===== src/rtl/video_timing_mixer.sv =====
// rtl/video_timing_mixer.sv - VGA raster generator, two-source priority mixer and aligned pin stage
module video_timing_mixer #(
  parameter int          CLK_DIV  = 2,
  parameter int          H_ACTIVE = 640,
  parameter int          H_FP     = 16,
  parameter int          H_SYNC   = 96,
  parameter int          H_BP     = 48,
  parameter int          V_ACTIVE = 480,
  parameter int          V_FP     = 10,
  parameter int          V_SYNC   = 2,
  parameter int          V_BP     = 33,
  parameter logic [7:0]  BG_COLOR = 8'h00
) (
  input  logic       clock,
  input  logic       resetn,
  output logic [9:0] hcount,
  output logic [9:0] vcount,
  output logic       enable,
  output logic       frame_start,
  input  logic [2:0] src0_red,
  input  logic [2:0] src0_green,
  input  logic [1:0] src0_blue,
  input  logic       src0_layer,
  input  logic [2:0] src1_red,
  input  logic [2:0] src1_green,
  input  logic [1:0] src1_blue,
  input  logic       src1_layer,
  output logic [2:0] vga_red,
  output logic [2:0] vga_green,
  output logic [1:0] vga_blue,
  output logic       vga_hsync,
  output logic       vga_vsync,
  output logic       vga_de
);

  localparam int H_TOTAL = H_ACTIVE + H_FP + H_SYNC + H_BP;
  localparam int V_TOTAL = V_ACTIVE + V_FP + V_SYNC + V_BP;
  localparam int DIV_W   = (CLK_DIV > 2) ? $clog2(CLK_DIV) : 1;

  localparam logic [DIV_W-1:0] DIV_LAST = DIV_W'(CLK_DIV - 1);
  localparam logic [9:0] H_LAST   = 10'(H_TOTAL - 1);
  localparam logic [9:0] V_LAST   = 10'(V_TOTAL - 1);
  localparam logic [9:0] H_ACT    = 10'(H_ACTIVE);
  localparam logic [9:0] V_ACT    = 10'(V_ACTIVE);
  localparam logic [9:0] HS_START = 10'(H_ACTIVE + H_FP);
  localparam logic [9:0] HS_END   = 10'(H_ACTIVE + H_FP + H_SYNC);
  localparam logic [9:0] VS_START = 10'(V_ACTIVE + V_FP);
  localparam logic [9:0] VS_END   = 10'(V_ACTIVE + V_FP + V_SYNC);

  logic             run_q;
  logic [DIV_W-1:0] div_q;
  logic             tick;
  logic [9:0]       h_next;
  logic [9:0]       v_next;
  logic             active_now;
  logic             hsync_pre_n;
  logic             vsync_pre_n;
  logic [7:0]       src0_color;
  logic [7:0]       src1_color;
  logic             src0_opaque;
  logic             src1_opaque;
  logic [7:0]       mix_color;
  logic [7:0]       vga_color_q;

  // Release synchroniser: assertion is immediate, counting waits one clock after release
  always_ff @(posedge clock or negedge resetn) begin
    if (!resetn) run_q <= 1'b0;
    else         run_q <= 1'b1;
  end

  assign tick = run_q && (div_q == DIV_LAST);

  // Pixel-rate divider: one tick every CLK_DIV clocks
  always_ff @(posedge clock or negedge resetn) begin
    if (!resetn)    div_q <= '0;
    else if (run_q) div_q <= tick ? '0 : div_q + 1'b1;
  end

  // Next raster position, shared by the counters and the registered enable
  always_comb begin
    h_next = hcount + 10'd1;
    v_next = vcount;
    if (hcount == H_LAST) begin
      h_next = '0;
      v_next = (vcount == V_LAST) ? 10'd0 : vcount + 10'd1;
    end
  end

  // Raster counters and enable, advanced once per pixel tick
  always_ff @(posedge clock or negedge resetn) begin
    if (!resetn) begin
      hcount <= '0;
      vcount <= '0;
      enable <= 1'b0;
    end else if (tick) begin
      hcount <= h_next;
      vcount <= v_next;
      enable <= (h_next < H_ACT) && (v_next < V_ACT);
    end
  end

  // Frame start: one clock wide, raised on the tick that lands on (0,0)
  always_ff @(posedge clock or negedge resetn) begin
    if (!resetn) frame_start <= 1'b0;
    else         frame_start <= tick && (h_next == 10'd0) && (v_next == 10'd0);
  end

  // Pre-alignment decode of the current raster position
  assign active_now  = (hcount < H_ACT) && (vcount < V_ACT);
  assign hsync_pre_n = !((hcount >= HS_START) && (hcount < HS_END));
  assign vsync_pre_n = !((vcount >= VS_START) && (vcount < VS_END));

  assign src0_color  = {src0_red, src0_green, src0_blue};
  assign src1_color  = {src1_red, src1_green, src1_blue};
  assign src0_opaque = |src0_color;
  assign src1_opaque = |src1_color;

  // Priority resolve: foreground beats background, source 0 beats source 1 within a layer
  always_comb begin
    mix_color = BG_COLOR;
    if (src0_opaque && src0_layer)      mix_color = src0_color;
    else if (src1_opaque && src1_layer) mix_color = src1_color;
    else if (src0_opaque)               mix_color = src0_color;
    else if (src1_opaque)               mix_color = src1_color;
  end

  // Pin stage: sources have answered for the current pixel, so everything lags the raster by one tick
  always_ff @(posedge clock or negedge resetn) begin
    if (!resetn) begin
      vga_color_q <= '0;
      vga_hsync   <= 1'b1;
      vga_vsync   <= 1'b1;
      vga_de      <= 1'b0;
    end else if (tick) begin
      vga_color_q <= active_now ? mix_color : 8'h00;
      vga_hsync   <= hsync_pre_n;
      vga_vsync   <= vsync_pre_n;
      vga_de      <= active_now;
    end
  end

  assign {vga_red, vga_green, vga_blue} = vga_color_q;

endmodule


===== config.mk =====
export PLATFORM = sky130hd
export DESIGN_NAME = video_timing_mixer
export DESIGN_NICKNAME = d
export VERILOG_FILES = /design/src/rtl/video_timing_mixer.sv
export SDC_FILE = /design/constraint.sdc
export NUM_CORES = 1
export LEC_CHECK = 0
export BUFFER_PORTS_ARGS = -buffer_cell sky130_fd_sc_hd__buf_4
export CORE_MARGIN = 3
export CORE_UTILIZATION = 30
export DETAILED_ROUTE_END_ITERATION = 6
export GPL_TIMING_DRIVEN = 0
export PLACE_DENSITY = 0.47
export SYNTH_ARGS = -nofsm -noshare
export SYNTH_HDL_FRONTEND = slang
export SYNTH_SLANG_ARGS = --single-unit

===== constraint.sdc =====
create_clock -name clock -period 5.1 [get_ports clock]
set_input_delay 1.02 -clock clock [delete_from_list [all_inputs] [get_ports clock]]
set_output_delay 1.02 -clock clock [all_outputs]
set_load 0.02 [all_outputs]

==> impl_metrics.tcl, run 1 <==
set metrics [dict create \
    cts_inserted_buffers 5 \
    postRouteAntennaNets 0 \
    r2r_setup_slack_ns 2.78 \
    io_pins 53 \
    top_layer "met4" \
    wl_per_cell_um 14.88 \
    power.leakage_nw 1.295 \
    critical_path_class "register to register" \
    slew_headroom_pct 60.13 \
    dieArea_um2 8436 \
    dp_hpwl_um 4444 \
    io_buffers 52 \
    post_cts_buffers 0 \
    grt_start_max_net_pins 36 \
    worstHoldStart "vga_vsync" \
    cp-end-kind "register" \
    path_max_fanout 9 \
    area_delta_synth_final_pct 28.41 \
    finalMaxSlewViolations 0 \
    clkSlewWorstSetupHoldPaths_ns 0.08 \
    n_antenna_cell 0 \
    syn_area_um2 2211 \
    p_per_area_nw_per_um2 378.8 \
    fin_nets 332 \
    grt_use_total_pct 14.86 \
    cts_resized 0 \
    clock_skew_ns 0.005251 \
    rr_endpoint "frame_start" \
    cts_tree "done" \
    async_reset_ff_share_pct 100.0 \
    ys_warn_count 0 \
    rr_startpoint "hcount[0]" \
    synth_ff_type "dfrtp_1" \
    place_congestion 0.8747 \
    setup_tns_ns 0 \
    whs_path_depth 2 \
    dieHeight_um 91.85 \
    drcViolationCount 0 \
    grt_pass1_vias 1992 \
    met3_length_um 214 \
    final_cell_mix "53 x buf_4, 37 x nand2_1, 33 x dfrtp_1, 27 x o21ai_0, 17 x nor2_1" \
    synth-seq-cells 35 \
    period_needed_ns 2.324 \
    antenna_found_initial 0 \
    route.met2.wl_um 2688 \
    maxCapViolations 0 \
    htreeDepth 2 \
    hold_viol_final 0 \
    cts_sinks 35 \
    min_path_type "register to register" \
    via_per_inst 4.950 \
    vdd_drop_max_v 0.0001859 \
    coreArea_um2 6982 \
    syn_nets 273 \
    whs_endpoint "vga_vsync" \
    layout_commonest_cell "buf_4" \
    ctsHoldBuffers 0 \
    finalSetupViolations 0 \
    yosysUniqueCellTypes 55 \
    cts_root_buffer "clkbuf_8" \
    cp.required_ns 5.28 \
    worst_pin_slew_ns 0.5981 \
    rsz0062_at_grt "no" \
    drt_pass1_iterations 4 \
    clkLatencyLatePin_ns 0.29 \
    dr.first_iter.drc_count 67 \
    die_x_um 91.85 \
    start_kind "register" \
    synthCells 248 \
    grt_pass1_wl_um 10070 \
    clockBufferDepth 2 \
    reg2regPathDepth 9 \
    critical_path_arrival_ns 2.51 \
    fin_util_pct 40.66 \
    period_share_pct 45.57 \
    m1WireLength_um 2979 \
    wirelength_um 6013 \
    yosysSeqAreaShare_pct 39.73 \
    status "complete, no violations" \
    max_freq_mhz 430.3 \
    synth_edf_count 0 \
    vias 2000 \
    start_util_pct 31.67 \
    drive_gt1_share_pct 25.97 \
    avgSynthCellArea_um2 8.915 \
    rows 30 \
    grt_overflow 0 \
]
worst max-delay path, stage by stage (launching register included):
cell	delay, ns
dfrtp_1	0.48
ha_1	0.31
and3_1	0.20
buf_6	0.13
and3_1	0.16
buf_6	0.15
nand4_4	0.13
a211oi_2	0.26
o211ai_1	0.15
a2111oi_2	0.23
where the power goes:
group          internal [mW]  switching [mW]
clock network          0.158           0.108
logic                  0.164           0.237
registers              0.352          0.0565
total                  0.674           0.402
area by class of cell:
| class | count | area (um^2) |
|---|---|---|
| inverter | 6 | 22.52 |
| timing repair buffer | 52 | 390.4 |
| clock inverter | 2 | 35.03 |
| multi-input combinational | 191 | 1207 |
| sequential | 35 | 878.3 |
| tap | 96 | 120.1 |
| fill | 756 | 4143 |
| buffer | 16 | 102.6 |
| clock buffer | 6 | 82.58 |
how the worst max path moves through the flow:
stage,to,startpoint,cells after the start,slack [ns]
final,frame_start,hcount[0],9,2.78
after global placement,vga_color_q[4],src1_green[2],6,2.59
after detailed placement,vga_color_q[4],src1_green[2],6,2.57
after global routing,frame_start,hcount[0],8,2.59
after floorplan,vga_color_q[0],src1_red[1],5,2.93
after CTS,frame_start,hcount[0],9,2.75
registers in the layout, summed over array words and instances (netlist names):
register / flops
hcount: 10
vcount: 10
vga_color_q: 8
div_q: 1
enable: 1
frame_start: 1
run_q: 1
vga_de: 1
vga_hsync: 1
vga_vsync: 1
logic make-up (layout without fill, tap and decap cells):
kind of cell / after synthesis / in the layout / synth area share, %
AOI/OAI and AO/OA: 57 / 57 / 16.81
xor gates and xnor gates: 12 / 12 / 4.754
adders and majority gates: 5 / 5 / 2.830
buffers and inverters: 22 / 82 / 5.659
DFF: 35 / 35 / 39.73
muxes: 9 / 9 / 4.075
other: 1 / 1 / 0.1696
and+or+nand+nor: 107 / 107 / 25.98
layer usage:
metal | up-vias | global-route usage, %
met5 | - | 0
met4 | 0 | 5.569
met3 | 11 | 2.953
met2 | 46 | 21.96
met1 | 928 | 21.29
li1 | 1015 | -
cell usage after synthesis, types with 2 or more instances:
master,number,share of area [%]
nand3_1,12,2.7
o31ai_1,5,1.7
o41ai_1,2,0.79
inv_1,6,1.0
nand4_1,10,2.8
nor3_1,3,0.68
dfrtp_1,33,37
xor2_1,4,1.6
mux2i_1,9,4.1
dfstp_2,2,2.4
buf_6,4,2.0
nand2_1,37,6.3
buf_2,4,0.91
a31oi_1,2,0.57
a21o_1,2,0.68
ha_1,5,2.8
clkbuf_1,6,1.0
o21ai_0,27,6.1
o21ai_1,2,0.45
nor4_1,4,1.1
nand2b_1,4,1.1
a21oi_1,5,1.1
and3_1,5,1.4
xnor2_1,8,3.2
nor2_1,17,2.9
stage by stage:
step / total power, mW / cell area, um^2 / std cells / hold WS [ns] / setup WS, ns
2_1_floorplan: 0.6378 / 2211 / 248 / 0.4528 / 2.932
3_3_place_gp: 0.8179 / 2721 / 396 / 0.4533 / 2.591
3_5_place_dp: 0.8194 / 2721 / 396 / 0.4616 / 2.569
4_1_cts: 1.092 / 2839 / 404 / 0.4718 / 2.750
5_1_grt: 1.145 / 2839 / 404 / 0.4921 / 2.589
6_report: 1.075 / 2839 / 404 / 0.4676 / 2.776
Power figures use the tool's default switching activity.
==> run 2, diff against run 1 <==
- PLACE_DENSITY: 0.47 -> 0.49
- clock period: 5.1 -> 2.1 ns (I/O delays scaled with it)
==> run 2 against run 1 <==
Setup slack worse by 2.7 ns. Critical path type unchanged. Global-route usage rose by 0.30 points. Largest cell class unchanged. Combinational power rose to 2.7 times the previous value.
==> impl_metrics.tcl, run 2 (synthesis gave the netlist of run 1 again) <==
set metrics [dict create \
    status "complete, no violations" \
    vdd_drop_max_v 0.0004725 \
    layout_commonest_cell "buf_4" \
    critical_path_class "register to register" \
    dieArea_um2 8436 \
    p_int_mw 1.608 \
    start_kind "register" \
    p_per_area_nw_per_um2 862.2 \
    drive_gt1_share_pct 33.75 \
    area_delta_synth_final_pct 36.05 \
    wl_per_cell_um 14.68 \
    dp_hpwl_um 4415 \
    cts_root_buffer "clkbuf_8" \
    dr.first_iter.drc_count 93 \
    r2r_setup_slack_ns 0.10 \
    period_needed_ns 1.999 \
    io_pins 53 \
    final_cell_mix "67 x buf_4, 37 x nand2_1, 29 x dfrtp_1, 27 x o21ai_0, 16 x nor2_1" \
    clkSlewWorstSetupHoldPaths_ns 0.07 \
    antenna_found_initial 0 \
    cpPeakStageDelay_ns 0.42 \
    n_antenna_cell 0 \
    m1WireLength_um 2899 \
    via_per_inst 5.036 \
    finalInstanceArea_um2 3008 \
    grt_pass1_wl_um 10320 \
    grt_overflow 0 \
    cts_inserted_buffers 5 \
    clkLatencyLatePin_ns 0.28 \
    grt_use_total_pct 15.16 \
    start_util_pct 31.67 \
    met3_length_um 246 \
    sw_frac_of_total_pct 38.01 \
    cp_cell_sequence "ha_4 > and3_1 > buf_6 > nand3_4 > a311o_1 > a21oi_2 > nand3_2 > a2111oi_4" \
    finalMaxSlewViolations 0 \
    clockBufferDepth 2 \
    coreArea_um2 6982 \
    top_regs "hcount: 10 flops, vcount: 10 flops, vga_color_q: 8 flops" \
    reg2regPathDepth 8 \
    grt_start_max_net_pins 36 \
    place_congestion 0.8676 \
    path_max_fanout 8 \
    nFillCells 745 \
    cp-end-kind "register" \
    worst_pin_slew_ns 0.5395 \
    cts_sinks 35 \
    rr_startpoint "hcount[1]" \
    io_buffers 52 \
    multi_input_area_um2 1291 \
    max_freq_mhz 500.3 \
    finalSetupViolations 0 \
    power.leakage_nw 1.359 \
    die_x_um 91.85 \
    dpl_cell_area_um2 2723 \
    pwr-share-comb_pct 41.2 \
    rr_endpoint "frame_start" \
    critical_path_arrival_ns 2.18 \
    crit_slowest_cell "a311o_1" \
    seq_area_um2 883.3 \
    dieHeight_um 91.85 \
    cpLargestDelayFamily "compound AO/OA/AOI/OAI gates" \
    min_path_type "input pin to asynchronous set/reset pin" \
    drt_pass1_iterations 4 \
    cts_tree "done" \
    wirelength_um 6106 \
    maxCapViolations 0 \
    pwr-share-clk_pct 20.9 \
    seqPwrFrac_pct 37.9 \
    cp.required_ns 2.28 \
    htreeDepth 2 \
    p_switching_mw 0.9857 \
    vias 2095 \
    critPathBufInv 1 \
    hold_viol_final 0 \
    slew_headroom_pct 64.03 \
    route.met2.wl_um 2840 \
    postRouteAntennaNets 0 \
    fin_util_pct 43.08 \
    grt_pass1_vias 2011 \
    clock_skew_ns 0.002591 \
    whs_ns 0.08239 \
    top_layer "met4" \
    power.total_mw 2.593 \
    fin_nets 344 \
    period_share_pct 95.18 \
    drcViolationCount 0 \
    rows 30 \
]
-- run 2: layout make-up --
class	instances	area share, %
clock buffer	8	3.328
tap	96	3.993
buffer	14	3.161
inverter	6	0.7488
timing repair buffer	66	16.47
sequential	35	29.37
multi-input combinational	191	42.93
-- run 2: worst max path at each step --
stage | start | end | slack (ns) | cells after the start
final | hcount[1] | frame_start | 0.10 | 8
after detailed placement | hcount[1] | frame_start | -0.24 | 8
after global routing | hcount[7] | frame_start | -0.007 | 7
after global placement | hcount[1] | frame_start | -0.18 | 8
after floorplan | hcount[1] | frame_start | 0.002 | 9
after CTS | hcount[1] | frame_start | 0.01 | 9
-- run 2: per-layer routing --
metal | up-vias | global-route usage [%]
met2 | 40 | 23.42
met5 | - | 0
li1 | 1039 | -
met3 | 13 | 3.610
met1 | 1003 | 20.85
met4 | 0 | 4.950
-- run 2: power groups by stage --
stage	combinational [mW]	clock (mW)	sequential, mW
final	1.07	0.542	0.983
after global routing	1.18	0.599	1.01
after CTS	1.07	0.571	0.980
after detailed placement	0.981	0	1.01
after global placement	0.981	0	1.00
after floorplan	0.371	0	1.18
-- run 2: what timing repair did --
item | CTS | global route
gates cloned | 0 | 0
pin swaps | 6 | 7
setup endpoints to repair | 4 | 1
buffers inserted | 10 | 4
hold buffers | 0 | 0
gates resized for setup | 11 | 11
-- run 2: through the flow --
step | setup TNS [ns] | instances | setup slack, ns
after floorplan | 0 | 248 | 0.001929
after global placement | -0.2163 | 396 | -0.1821
after detailed placement | -0.2797 | 396 | -0.2363
after CTS | 0 | 414 | 0.01165
after global routing | -0.006986 | 416 | -0.006986
final | 0 | 416 | 0.1012
